<file path="config.mk">
export PLATFORM = sky130hd
export DESIGN_NAME = trap_interrupt_controller_flat
export DESIGN_NICKNAME = d
export VERILOG_FILES = /design/src/rtl/trap_interrupt_controller_if.sv /design/src/rtl/trap_interrupt_controller.sv /design/src/flat_wrapper.sv
export SDC_FILE = /design/constraint.sdc
export NUM_CORES = 1
export LEC_CHECK = 0
export BUFFER_PORTS_ARGS = -buffer_cell sky130_fd_sc_hd__buf_2
export CAP_MARGIN = 25
export CORE_ASPECT_RATIO = 1.25
export CORE_UTILIZATION = 58
export DETAILED_ROUTE_END_ITERATION = 7
export MAX_ROUTING_LAYER = met4
export PLACE_DENSITY = 0.87
export SLEW_MARGIN = 40
export SYNTH_ARGS = -nofsm -noshare
export SYNTH_HDL_FRONTEND = slang
export SYNTH_SLANG_ARGS = --single-unit
</file>
<file path="constraint.sdc">
create_clock -name clk -period 9.15 [get_ports clk]
set_input_delay 1.83 -clock clk [delete_from_list [all_inputs] [get_ports clk]]
set_output_delay 1.83 -clock clk [all_outputs]
set_load 0.005 [all_outputs]
</file>
<file path="src/rtl/trap_interrupt_controller_if.sv">
// CSR-file access bus used by the trap sequencer.
// The master drives the address and the write strobe/data.
// The CSR file answers with a combinational read of the addressed CSR.
interface trap_interrupt_controller_if;
   logic        csr_write_enable;
   logic [11:0] csr_trap_address;
   logic [31:0] csr_trap_write_data;
   logic [31:0] csr_read_data;

   modport master (
      output csr_write_enable,
      output csr_trap_address,
      output csr_trap_write_data,
      input  csr_read_data
   );

   modport slave (
      input  csr_write_enable,
      input  csr_trap_address,
      input  csr_trap_write_data,
      output csr_read_data
   );
endinterface

</file>
<file path="src/rtl/trap_interrupt_controller.sv">
// Trap sequencer.
// Accepts exceptions, MRET, EBREAK and prioritised external interrupts.
// Walks the CSR file through the required updates one access per cycle.
// Finishes by delivering the redirect PC with a one-cycle trap_done pulse.
module trap_interrupt_controller #(
   parameter int unsigned NUM_IRQ        = 4,
   parameter int unsigned IRQ_CAUSE_BASE = 16,
   parameter int unsigned DEBUG_CYCLES   = 1
) (
   input  logic                       clk,
   input  logic                       reset,
   input  logic [2:0]                 trap_status,
   input  logic [NUM_IRQ-1:0]         irq_pending,
   input  logic [NUM_IRQ-1:0]         irq_enable,
   input  logic [31:0]                pc,
   output logic [31:0]                trap_target,
   output logic                       trap_done,
   output logic                       trap_active,
   output logic                       debug_mode,
   output logic [NUM_IRQ-1:0]         irq_ack,
   trap_interrupt_controller_if.master csr
);

   typedef enum logic [2:0] {
      S_IDLE,
      S_MEPC,
      S_MCAUSE,
      S_MSTATUS,
      S_MTVEC,
      S_RET_STATUS,
      S_RET_EPC,
      S_DEBUG
   } state_t;

   state_t             r_state;
   state_t             w_next;
   logic [31:0]        r_pc;
   logic [31:0]        r_cause;
   logic [31:0]        r_dbg_cnt;

   logic [NUM_IRQ-1:0] w_irq_req;
   logic [NUM_IRQ-1:0] w_irq_onehot;
   logic               w_irq_hit;
   logic [30:0]        w_irq_code;
   logic [30:0]        w_exc_code;
   logic               w_accept_exc;
   logic               w_accept_irq;
   logic [31:0]        w_base;

   // Lowest-index pending-and-enabled interrupt line and its cause code
   always_comb begin
      w_irq_req    = irq_pending & irq_enable;
      w_irq_hit    = 1'b0;
      w_irq_onehot = '0;
      w_irq_code   = '0;
      for (int unsigned i = 0; i < NUM_IRQ; i++) begin
         if (w_irq_req[i] && !w_irq_hit) begin
            w_irq_hit       = 1'b1;
            w_irq_onehot[i] = 1'b1;
            w_irq_code      = 31'(IRQ_CAUSE_BASE + i);
         end
      end
   end

   // Exception code for each synchronous trap kind
   always_comb begin
      case (trap_status)
         3'd2:    w_exc_code = 31'd11;
         3'd3:    w_exc_code = 31'd0;
         3'd4:    w_exc_code = 31'd4;
         3'd5:    w_exc_code = 31'd6;
         3'd6:    w_exc_code = 31'd2;
         default: w_exc_code = 31'd0;
      endcase
   end

   // State register
   always_ff @(posedge clk) begin
      if (!reset) r_state <= S_IDLE;
      else        r_state <= w_next;
   end

   // Latch PC/cause on acceptance; count cycles spent in debug
   always_ff @(posedge clk) begin
      if (!reset) begin
         r_pc      <= '0;
         r_cause   <= '0;
         r_dbg_cnt <= '0;
      end else begin
         if (w_accept_exc) begin
            r_pc      <= pc;
            r_cause   <= {1'b0, w_exc_code};
            r_dbg_cnt <= '0;
         end else if (w_accept_irq) begin
            r_pc    <= pc;
            r_cause <= {1'b1, w_irq_code};
         end
         if (r_state == S_DEBUG) r_dbg_cnt <= r_dbg_cnt + 32'd1;
      end
   end

   // Next-state and output decode; reset forces every output low in the same cycle
   always_comb begin
      w_next                  = r_state;
      w_accept_exc            = 1'b0;
      w_accept_irq            = 1'b0;
      w_base                  = {csr.csr_read_data[31:2], 2'b00};
      trap_target             = '0;
      trap_done               = 1'b0;
      debug_mode              = 1'b0;
      irq_ack                 = '0;
      csr.csr_write_enable    = 1'b0;
      csr.csr_trap_address    = '0;
      csr.csr_trap_write_data = '0;
      trap_active             = (r_state != S_IDLE);

      case (r_state)
         S_IDLE: begin
            // mstatus is presented while idle so MIE can gate interrupts
            csr.csr_trap_address = 12'h300;
            if (trap_status != 3'd0) begin
               w_accept_exc = 1'b1;
               case (trap_status)
                  3'd1:    w_next = S_DEBUG;
                  3'd7:    w_next = S_RET_STATUS;
                  default: w_next = S_MEPC;
               endcase
            end else if (w_irq_hit && csr.csr_read_data[3]) begin
               w_accept_irq = 1'b1;
               irq_ack      = w_irq_onehot;
               w_next       = S_MEPC;
            end
         end
         S_MEPC: begin
            csr.csr_write_enable    = 1'b1;
            csr.csr_trap_address    = 12'h341;
            csr.csr_trap_write_data = r_pc;
            w_next                  = S_MCAUSE;
         end
         S_MCAUSE: begin
            csr.csr_write_enable    = 1'b1;
            csr.csr_trap_address    = 12'h342;
            csr.csr_trap_write_data = r_cause;
            w_next                  = S_MSTATUS;
         end
         S_MSTATUS: begin
            // MPIE <= MIE, MIE <= 0
            csr.csr_write_enable    = 1'b1;
            csr.csr_trap_address    = 12'h300;
            csr.csr_trap_write_data = {csr.csr_read_data[31:8], csr.csr_read_data[3],
                                       csr.csr_read_data[6:4], 1'b0, csr.csr_read_data[2:0]};
            w_next                  = S_MTVEC;
         end
         S_MTVEC: begin
            csr.csr_trap_address = 12'h305;
            trap_done            = 1'b1;
            if (csr.csr_read_data[1:0] == 2'b01 && r_cause[31])
               trap_target = w_base + {r_cause[29:0], 2'b00};
            else
               trap_target = w_base;
            w_next = S_IDLE;
         end
         S_RET_STATUS: begin
            // MIE <= MPIE, MPIE <= 1
            csr.csr_write_enable    = 1'b1;
            csr.csr_trap_address    = 12'h300;
            csr.csr_trap_write_data = {csr.csr_read_data[31:8], 1'b1,
                                       csr.csr_read_data[6:4], csr.csr_read_data[7],
                                       csr.csr_read_data[2:0]};
            w_next                  = S_RET_EPC;
         end
         S_RET_EPC: begin
            csr.csr_trap_address = 12'h341;
            trap_done            = 1'b1;
            trap_target          = w_base;
            w_next               = S_IDLE;
         end
         S_DEBUG: begin
            debug_mode = 1'b1;
            if (r_dbg_cnt == 32'(DEBUG_CYCLES - 1)) begin
               trap_done   = 1'b1;
               trap_target = r_pc + 32'd4;
               w_next      = S_IDLE;
            end
         end
         default: w_next = S_IDLE;
      endcase

      if (!reset) begin
         w_next                  = S_IDLE;
         w_accept_exc            = 1'b0;
         w_accept_irq            = 1'b0;
         trap_target             = '0;
         trap_done               = 1'b0;
         trap_active             = 1'b0;
         debug_mode              = 1'b0;
         irq_ack                 = '0;
         csr.csr_write_enable    = 1'b0;
         csr.csr_trap_address    = '0;
         csr.csr_trap_write_data = '0;
      end
   end

endmodule

</file>
<file path="src/flat_wrapper.sv">
// flat-port wrapper written by rule: the top's interface ports become plain ports
module trap_interrupt_controller_flat 
#(
   parameter int unsigned NUM_IRQ        = 4,
   parameter int unsigned IRQ_CAUSE_BASE = 16,
   parameter int unsigned DEBUG_CYCLES   = 1
)
  (clk, reset, trap_status, irq_pending, irq_enable, pc, trap_target, trap_done, trap_active, debug_mode, irq_ack, csr_csr_write_enable, csr_csr_trap_address, csr_csr_trap_write_data, csr_csr_read_data);
  trap_interrupt_controller_if csr_i ();
  input  logic clk;
  input  logic reset;
  input  logic [2:0] trap_status;
  input  logic [NUM_IRQ-1:0] irq_pending;
  input  logic [NUM_IRQ-1:0] irq_enable;
  input  logic [31:0] pc;
  output logic [31:0] trap_target;
  output logic trap_done;
  output logic trap_active;
  output logic debug_mode;
  output logic [NUM_IRQ-1:0] irq_ack;
  output wire logic [$bits(csr_i.csr_write_enable)-1:0] csr_csr_write_enable;
  output wire logic [$bits(csr_i.csr_trap_address)-1:0] csr_csr_trap_address;
  output wire logic [$bits(csr_i.csr_trap_write_data)-1:0] csr_csr_trap_write_data;
  input wire logic [$bits(csr_i.csr_read_data)-1:0] csr_csr_read_data;
  assign csr_csr_write_enable = csr_i.csr_write_enable;
  assign csr_csr_trap_address = csr_i.csr_trap_address;
  assign csr_csr_trap_write_data = csr_i.csr_trap_write_data;
  assign csr_i.csr_read_data = csr_csr_read_data;
  trap_interrupt_controller #(.NUM_IRQ(NUM_IRQ), .IRQ_CAUSE_BASE(IRQ_CAUSE_BASE), .DEBUG_CYCLES(DEBUG_CYCLES)) u_core (.clk(clk), .reset(reset), .trap_status(trap_status), .irq_pending(irq_pending), .irq_enable(irq_enable), .pc(pc), .trap_target(trap_target), .trap_done(trap_done), .trap_active(trap_active), .debug_mode(debug_mode), .irq_ack(irq_ack), .csr(csr_i));
endmodule
</file>
=== Word-level counts from Yosys, hierarchy flattened ===
Index checks and enable logic that the tools add are counted.
W data, S select, Z words.

* Flip-flop bits (word level): 99
* Bits in latches: 0
* RAM bits: 0
* Bits in read-only memories: 0
* Bits of input ports: 77
* Memories kept: 0

* Add/subtract/negate cells: 3
* Multipliers: 0
* Div/mod/pow operators: 0
* $lt $le $gt $ge: 0
* Equal/unequal tests: 16
* Shifts and indexed selects: 0
* Muxes and demuxes: 50
* Bitwise logic cells: 2
* Reduce and logical (&&, ||, !) cells: 20

{| class="wikitable"
|+ Operators by type and width
! kind !! count
|-
| $mux W32 || 8
|-
| $pmux W32 S4 || 1
|-
| $pmux W32 S3 || 1
|-
| $mux W31 || 2
|-
| $pmux W10 S4 || 1
|-
| $add A32 B1 Y32 const B || 1
|-
| $add A32 B3 Y32 const B || 1
|-
| $add A32 B32 Y32 || 1
|-
| $logic_not A32 Y1 || 1
|-
| $eq A3 B3 Y1 const B || 8
|-
| $mux W1 || 21
|-
| $pmux W3 S7 || 1
|-
| $mux W5 || 4
|-
| $mux W4 || 4
|-
| $pmux W4 S4 || 1
|-
| $mux W10 || 1
|-
| $eq A3 B2 Y1 const B || 3
|-
| $mux W3 || 3
|-
| $eq A3 B1 Y1 const B || 2
|-
| $pmux W3 S2 || 1
|-
| $reduce_bool A3 Y1 || 2
|-
| $reduce_or A2 Y1 || 3
|-
| $logic_and A1 B1 Y1 || 5
|-
| $and A4 B4 Y4 || 1
|-
| other kinds (11) || 14
|}

=== Longest topological paths before layout ===
Gate-level depths: netlist of the first run.

* Depth after elaboration: 18
* Mapped depth: 9
* Depth with buffers taken out: 8

=== Least setup slack after synthesis of the first run ===
Ideal clock, no wire load.

* Path kind: input -> output
* From: input port csr_csr_read_data[2]
* To: output port trap_target[12]
* Arrival time: 3.669 ns
* Required time: 7.320 ns
* Path slack: 3.651 ns
* Stages: 9
* Buffers on the path: 1
* Path through: ha_1 > inv_1 > fa_1 > nor2b_1 > o31a_1 > clkbuf_1 > o211ai_1 > or4_1 > o211ai_1

* Word-level cells in the longest chain between the ends: 4

{| class="wikitable"
|+ RTL lines
! element !! line !! text
|-
| start: declaration || flat_wrapper.sv:24 || <nowiki>input wire logic [$bits(csr_i.csr_read_data)-1:0] csr_csr_read_data;</nowiki>
|-
| $add A32 B32 Y32 || trap_interrupt_controller.sv:158 || <nowiki>trap_target = w_base + {r_cause[29:0], 2'b00};</nowiki>
|-
| $mux W32 || trap_interrupt_controller.sv:157 || <nowiki>if (csr.csr_read_data[1:0] == 2'b01 && r_cause[31])</nowiki>
|-
| $pmux W32 S3 || trap_interrupt_controller.sv:117 || <nowiki>case (r_state)</nowiki>
|-
| $mux W32 || trap_interrupt_controller.sv:189 || <nowiki>if (!reset) begin</nowiki>
|-
| end: declaration || flat_wrapper.sv:16 || <nowiki>output logic [31:0] trap_target;</nowiki>
|}

Every way passes these cells.

=== Worst setup path after layout of the first run ===
Ends and elaborated chain as after synthesis.

==> results of run 1 <==
-- cell type report --
| class | count | area share (%) |
|---|---|---|
| clock buffers | 12 | 3.54 |
| clock inverters | 3 | 0.251 |
| inverters | 17 | 0.916 |
| multi-input cells | 672 | 60.5 |
| flip-flops and latches | 73 | 21.0 |
| well taps | 126 | 2.26 |
| repair buffers | 158 | 11.5 |
-- routing by layer --
layer	routed length, um	vias to the layer above	global-route usage [%]
met4	727	0	17.6
met3	1670	66	5.89
met1	7270	3093	41.2
met5	0	-	-
li1	-	3180	-
met2	9360	379	62.3
-- cell usage in the layout (no fill, tap or decap), drive strengths merged, types with 15 or more instances in the layout --
cell | netlist | final
buf | 16 | 158
nand2 | 132 | 132
dfxtp | 73 | 73
nor2 | 68 | 68
a21boi | 36 | 36
nand3 | 35 | 35
a22oi | 31 | 31
nand4 | 29 | 29
xnor2 | 29 | 29
a21oi | 27 | 27
and2 | 24 | 24
xor2 | 22 | 22
and3 | 21 | 21
o22ai | 19 | 19
o21ai | 19 | 19
inv | 17 | 17
nor4 | 17 | 17
mux2i | 16 | 16
nand2b | 15 | 15
-- stage by stage --
stage / power [mW] / util, % / hold WS (ns) / area, um2
2_1_floorplan: 0.493 / - / 0.441 / 5950
4_1_cts: 0.877 / 71.2 / 0.481 / 6950
3_3_place_gp: 0.557 / 68.0 / 0.461 / 6640
3_5_place_dp: 0.561 / 68.5 / 0.472 / 6690
5_1_grt: 0.913 / 71.4 / 0.520 / 6970
6_report: 0.878 / 71.4 / 0.482 / 6970
-- worst min-delay path, delay by kind of cell, from the launching register on --
kind | cells | cell delay, ns
DFF | 1 | 0.32
muxes | 1 | 0.05
and+or+nand+nor | 1 | 0.06
-- cell families after synthesis --
logic type                 Yosys count  share of synthesized area [%]
and+or+nand+nor                    391                           33.1
xor gates and xnor gates            51                           7.53
adders and majority gates            9                           2.02
other                                1                         0.0632
buffers and inverters               80                           5.88
DFF                                 73                           24.6
muxes                               21                           3.65
AOI/OAI and AO/OA                  194                           23.1
-- path summary, 6_finish.rpt --
kind                                     startpoint                           endpoint  slack [ns]  cells past startpoint
setup / recovery               csr_csr_read_data[2]                    trap_target[12]        3.15                     10
hold / removal    u_core.r_dbg_cnt[29]$_SDFFE_PN0P_  u_core.r_dbg_cnt[29]$_SDFFE_PN0P_        0.48                      2
setup reg to reg     u_core.r_state[2]$_SDFFE_PN0P_  u_core.r_dbg_cnt[25]$_SDFFE_PN0P_        6.14                      5
hold reg to reg   u_core.r_dbg_cnt[29]$_SDFFE_PN0P_  u_core.r_dbg_cnt[29]$_SDFFE_PN0P_        0.48                      2
-- sequential cells by signal, summed over array words and instances (netlist names) --
name	count
u_core.r_dbg_cnt	32
u_core.r_pc	32
u_core.r_cause	6
u_core.r_state	3
-- power breakdown --
part	internal, mW	leakage (nW)	switching (mW)
combinational	0.0733	2.09	0.121
clock	0.188	0.128	0.128
sequential	0.334	0.593	0.0331
==> results_dict.tcl, run 1 <==
set metrics [dict create \
    fin_cells 1061 \
    cts_sinks 73 \
    dp_cells 1046 \
    synth_area_leaders "dfxtp_1 25%, nand2_1 8.4%, nor2_1 4.3%, xnor2_1 4.3%, a22oi_1 3.9%" \
    synth_top_area_share_pct 24.6 \
    remaining_drc_errors 0 \
    seq_area_mm2 0.00146 \
    synth-seq-cells 73 \
    maxCapViolations 0 \
    multi_input_area_mm2 0.00422 \
    crit_slowest_cell "or4_1" \
    timing.fmax_ghz 0.167 \
    synthDistinctLibCells 64 \
    wl_um 19000 \
    clk_latency_ns 0.34 \
    core_area_mm2 0.00976 \
    grt-ovfl-total 0 \
    start_util_pct 60.8 \
    maxSlewViolCount 0 \
    path_class "in -> out" \
    fin_setup_tns_ns 0 \
    ys.flop_type "dfxtp_1" \
    antenna_found_initial 0 \
    diodes 0 \
    synth_edf_count 0 \
    synth_warnings 0 \
    fp.dieArea_mm2 0.0106 \
    syn_to_final_growth_pct 17.4 \
    rows 40 \
    p_leak_nw 2.81 \
    viasPerCell 6.33 \
    relSlewSlack_pct 45.7 \
    cp.required_ns 7.32 \
    dp_slack_ns 2.91 \
    yosys.cell_count.top_type "nand2_1" \
    place.gp.congestion 1.02 \
    drt-pass1-iter-count 5 \
    end_kind "primary output" \
    fillCellCount 837 \
    post_cts_buffers 0 \
    outcome "complete, no violations" \
    cts_root_buf "clkbuf_16" \
    cp_max_fo 10 \
    clkTransAtPathRegs_ns 0.05 \
    skew_ns 0.00643 \
    cts_hold_buf 0 \
    grt_setup_unrepaired "false" \
    critPathLaunchType "input pin" \
    avgRoutedWirePerCell_um 17.9 \
    finalSetupViolCount 0 \
    powerDensity_mw_per_mm2 126 \
    ant_nets 0 \
    critPathMaxStageDelay_ns 0.51 \
    netlist_area_mm2 0.00593 \
    cts_buffers 9 \
    setup_ws_ns 3.15 \
    syn_inst 820 \
    worstPathCellList "buf_2 -> ha_1 -> inv_1 -> fa_1 -> nor2b_1 -> o31a_1 -> o211ai_1 -> or4_1 -> o211ai_1 -> buf_2" \
    critical_path.top_delay_family "simple AND/OR/NAND/NOR gates" \
    hp-class "reg -> reg" \
    synthArstFlopShare_pct 0 \
    drive_above_1_share_pct 21.0 \
    first_global_vias 6114 \
    grt_max_degree 47 \
    die_h_um 115 \
    timing.final.crit_share_pct 65.6 \
    hold_viol 0 \
    finalCriticalPeriod_ns 6.00 \
    dieWidth_um 92.5 \
    grt_pass1_wl_um 29600 \
    nets 1017 \
    cp.arrival_ns 4.17 \
    htree_levels 3 \
    syn_area_per_cell_um2 7.23 \
    io_buffers 154 \
    num_io_pins 161 \
    netlist_top_cells_count "132 x nand2_1, 73 x dfxtp_1, 68 x nor2_1" \
    cts_tree "yes" \
    vdd_ir_drop_max_mv 0.0982 \
    cts_resized 0 \
    synth_largest_area_cell "dfxtp_1" \
    worstMarginPinSlew_ns 0.814 \
    drtIter0Drc 707 \
    num_vias 6718 \
    yosysSeqAreaShare_pct 24.6 \
    path_buf_inv 3 \
    grt_usage_pct 36.4 \
    hpwlAfterDp_um 14000 \
    cts_buffer_depth 2 \
]
Note: power is estimated with default switching activity, not from simulation.
==> run 2: changes to the inputs <==
- CORE_UTILIZATION: 58 -> 54
- PLACE_DENSITY: 0.87 -> 0.82
- clock period: 9.15 -> 6 ns (I/O delays scaled with it)
==> results_dict.tcl, run 2 (same netlist as run 1, synthesis figures left out) <==
set metrics [dict create \
    core_area_mm2 0.0106 \
    grt_max_degree 82 \
    io_buffers 154 \
    nets 1021 \
    setup_ws_ns 1.32 \
    grt_usage_pct 33.4 \
    dpl_cell_area_mm2 0.00669 \
    avgRoutedWirePerCell_um 17.5 \
    cts_resized 0 \
    p_total_mw 1.37 \
    cp.arrival_ns 3.48 \
    viasPerCell 6.25 \
    cts_sinks 73 \
    diodes 0 \
    antenna_found_initial 0 \
    finalCriticalPeriod_ns 4.68 \
    relSlewSlack_pct 43.3 \
    hold_slack_ns 0.482 \
    hp-class "reg -> reg" \
    critPathLaunchType "input pin" \
    cts_buffer_depth 2 \
    cts_tree "yes" \
    htree_levels 3 \
    num_vias 6698 \
    drt-pass1-iter-count 5 \
    worstMarginPinSlew_ns 0.850 \
    num_io_pins 161 \
    layout_commonest_cell "buf_2" \
    timing.final.crit_share_pct 77.9 \
    hold_viol 0 \
    drtIter0Drc 598 \
    cts_buffers 9 \
    hpwlAfterDp_um 13600 \
    fin_setup_tns_ns 0 \
    p_leak_nw 2.82 \
    finalSetupViolCount 0 \
    clkTransAtPathRegs_ns 0.06 \
    end_kind "primary output" \
    final_cell_area_mm2 0.00699 \
    vdd_ir_drop_max_mv 0.158 \
    maxCapViolations 0 \
    reg.largest.list "u_core.r_dbg_cnt: 32 flops, u_core.r_pc: 32 flops, u_core.r_cause: 6 flops" \
    maxSlewViolCount 0 \
    grt_pass1_wl_um 28700 \
    first_global_vias 5862 \
    powerDensity_mw_per_mm2 196 \
    fin_util_pct 65.9 \
    fin_cells 1071 \
    start_util_pct 55.9 \
    clk_latency_ns 0.34 \
    reg2reg_depth 6 \
    cp.required_ns 4.80 \
    cts_hold_buf 0 \
    remaining_drc_errors 0 \
    timing.fmax_ghz 0.214 \
    syn_to_final_growth_pct 17.9 \
    wl_um 18700 \
    drive_above_1_share_pct 20.9 \
    grt-ovfl-total 0 \
    place.gp.congestion 0.984 \
    most-common-layout-cells "154 x buf_2, 132 x nand2_1, 72 x dfxtp_1" \
    cp_max_fo 4 \
    skew_ns 0.00733 \
    post_cts_buffers 0 \
    fp.dieArea_mm2 0.0114 \
    path_class "in -> out" \
    dp_cells 1055 \
    hold-path-cell-count 2 \
    grt_setup_unrepaired "false" \
    dp_slack_ns 1.37 \
    cts_root_buf "clkbuf_16" \
    die_h_um 119 \
    ant_nets 0 \
    outcome "complete, no violations" \
    rows 42 \
    dieWidth_um 95.7 \
]
[run 2: worst max-delay path: stages]
cell	delay [ns]
buf_2	0.11
ha_1	0.16
inv_1	0.05
fa_1	0.38
nor2b_1	0.25
o31ai_1	0.15
a2111oi_0	0.62
mux2i_1	0.25
o21ai_0	0.12
buf_2	0.17
[run 2: power breakdown]
group	switching, mW	internal [mW]
Clock	0.199	0.319
Sequential	0.0504	0.509
Combinational	0.180	0.112
[run 2: path summary, 6_finish.rpt]
check                                                  startpoint                                 to  slack [ns]
worst max-delay path                         csr_csr_read_data[2]                    trap_target[30]        1.32
worst min-delay path            u_core.r_dbg_cnt[31]$_SDFFE_PN0P_  u_core.r_dbg_cnt[31]$_SDFFE_PN0P_        0.48
worst max register to register     u_core.r_state[2]$_SDFFE_PN0P_       u_core.r_pc[11]$_SDFFE_PN0P_        3.13
worst min register to register  u_core.r_dbg_cnt[31]$_SDFFE_PN0P_  u_core.r_dbg_cnt[31]$_SDFFE_PN0P_        0.48
[run 2: cell type report]
type | instances | area, um2
Inverter | 17 | 63.8
Clock buffer | 12 | 236
Fill cell | 973 | 3620
Timing Repair Buffer | 162 | 828
Clock inverter | 3 | 42.5
Sequential cell | 73 | 1460
Tap cell | 132 | 165
Multi-Input combinational cell | 672 | 4200
[run 2: per-layer routing]
metal	share of wire [%]	track usage (%)	up-vias
met5	0	-	-
met4	5.2	18.8	0
met3	8.5	6.83	86
met2	48	52.5	350
met1	39	39.0	3076
li1	-	-	3186
==> run 3: changes to the inputs <==
- CORE_UTILIZATION: 54 -> 49
- PLACE_DENSITY: 0.82 -> 0.78
- clock period: 6 -> 3.85 ns (I/O delays scaled with it)
==> results_dict.tcl, run 3 (same netlist as run 1, synthesis figures left out) <==
set metrics [dict create \
    outcome "complete, no violations" \
    drtIter0Drc 458 \
    num_vias 6663 \
    cts_resized 0 \
    antenna_found_initial 0 \
    powerDensity_mw_per_mm2 312 \
    drive_above_1_share_pct 21.9 \
    first_global_vias 6160 \
    vdd_ir_drop_max_mv 0.213 \
    timing.final.crit_share_pct 95.4 \
    remaining_drc_errors 0 \
    hold_viol 0 \
    nets 1039 \
    fp.dieArea_mm2 0.0126 \
    hpwlAfterDp_um 14200 \
    ant_nets 0 \
    p_leak_nw 2.91 \
    fin_util_pct 61.1 \
    cp.required_ns 3.08 \
    cts_root_buf "clkbuf_16" \
    clkTransAtPathRegs_ns 0.06 \
    fin_setup_tns_ns 0 \
    cts_sinks 73 \
    cts_buffers 9 \
    fillCellCount 1114 \
    finalSetupViolCount 0 \
    path_common_cell "buf_2" \
    num_io_pins 161 \
    viasPerCell 5.96 \
    path_buf_inv 3 \
    critPathLaunchType "input pin" \
    start_util_pct 50.6 \
    maxCapViolations 0 \
    switchingPower_uw 675 \
    critical_path.top_delay_family "compound AO/OA/AOI/OAI gates" \
    cp.arrival_ns 2.90 \
    worstPathCellList "buf_2 -> ha_1 -> inv_1 -> fa_1 -> nor2b_1 -> o31ai_1 -> a2111oi_0 -> mux2i_1 -> o21ai_0 -> buf_2" \
    grt_pass1_wl_um 29700 \
    finalCriticalPeriod_ns 3.67 \
    cp_max_fo 4 \
    clockPowerShare_pct 39.8 \
    dieWidth_um 100 \
    io_buffers 154 \
    reg.largest.list "u_core.r_dbg_cnt: 32 flops, u_core.r_pc: 32 flops, u_core.r_cause: 6 flops" \
    most-common-layout-cells "154 x buf_2, 132 x nand2_1, 73 x dfxtp_1" \
    relSlewSlack_pct 45.3 \
    timing.fmax_ghz 0.272 \
    maxSlewViolCount 0 \
    cts_buffer_depth 2 \
    core_area_mm2 0.0117 \
    crit_slowest_cell "a2111oi_0" \
    layout_commonest_cell "buf_2" \
    drt-pass1-iter-count 6 \
    skew_ns 0.00829 \
    wl_um 18900 \
    htree_levels 3 \
    diodes 0 \
    grt_max_degree 47 \
    hp-class "reg -> reg" \
    syn_to_final_growth_pct 20.9 \
    grt-ovfl-total 0 \
    post_cts_buffers 0 \
    grt_setup_unrepaired "false" \
    end_kind "primary output" \
    worstMarginPinSlew_ns 0.814 \
    internal-power_mw 1.57 \
    rows 44 \
    die_h_um 125 \
    cts_tree "yes" \
    path_class "in -> out" \
    seq_power_share_pct 38.5 \
    avgRoutedWirePerCell_um 16.9 \
    critPathMaxStageDelay_ns 0.54 \
    place.gp.congestion 0.966 \
    switching_share_pct 30.1 \
    grt_usage_pct 30.6 \
    cts_hold_buf 0 \
    clk_latency_ns 0.34 \
    comb_power_share_pct 21.7 \
]
-- run 3: stage by stage --
| step | total power, mW | area (um2) | hold WS (ns) | std cells | setup WS [ns] |
|---|---|---|---|---|---|
| 2_1_floorplan | 1.17 | 5950 | 0.441 | 825 | 0.471 |
| 6_report | 2.24 | 7170 | 0.484 | 1118 | 0.175 |
| 4_1_cts | 2.24 | 7140 | 0.480 | 1116 | 0.103 |
| 3_5_place_dp | 1.35 | 6830 | 0.474 | 1101 | 0.104 |
| 3_3_place_gp | 1.35 | 6830 | 0.455 | 1101 | 0.156 |
| 5_1_grt | 2.34 | 7170 | 0.494 | 1118 | 0.0320 |
-- run 3: routing by layer --
metal / routed length (um) / vias to the layer above / global-route usage (%)
met5: 0 / - / -
met4: 652 / 0 / 13.7
met3: 1490 / 51 / 6.32
met2: 9400 / 329 / 51.1
met1: 7360 / 3055 / 34.9
li1: - / 3228 / -
-- run 3: area by class of cell --
cell class | instances | area [um2] | area share, %
Inverter | 17 | 63.8 | 0.890
Multi-Input combinational cell | 672 | 4170 | 58.1
Clock buffer | 12 | 246 | 3.44
Tap cell | 161 | 201 | 2.81
Clock inverter | 3 | 65.1 | 0.908
Timing Repair Buffer | 180 | 966 | 13.5
Sequential cell | 73 | 1460 | 20.4
-- run 3: worst reg2reg max path, stage by stage (launching register included) --
cell and delay, ns:
dfxtp_1 0.51, buf_4 0.28, or3_1 0.45, a2111oi_4 0.63, nand2b_1 0.43, buf_4 0.36
nand2_1 0.12, a21boi_1 0.18
-- run 3: worst paths after layout --
kind | from | endpoint | slack [ns] | cells past startpoint
worst max-delay path | csr_csr_read_data[2] | trap_target[30] | 0.18 | 10
worst min-delay path | u_core.r_pc[0]$_SDFFE_PN0P_ | u_core.r_pc[0]$_SDFFE_PN0P_ | 0.48 | 2
worst max register to register | u_core.r_state[1]$_SDFFE_PN0P_ | u_core.r_pc[10]$_SDFFE_PN0P_ | 0.82 | 7
worst min register to register | u_core.r_pc[0]$_SDFFE_PN0P_ | u_core.r_pc[0]$_SDFFE_PN0P_ | 0.48 | 2
-- run 3: power by group through the flow --
| stage | clock, mW | sequential, mW | combinational, mW |
|---|---|---|---|
| 4_1_cts | 0.905 | 0.860 | 0.478 |
| 5_1_grt | 0.937 | 0.868 | 0.534 |
| 3_5_place_dp | 0 | 0.876 | 0.477 |
| 2_1_floorplan | 0 | 0.841 | 0.330 |
| 3_3_place_gp | 0 | 0.875 | 0.472 |
| 6_report | 0.891 | 0.863 | 0.486 |
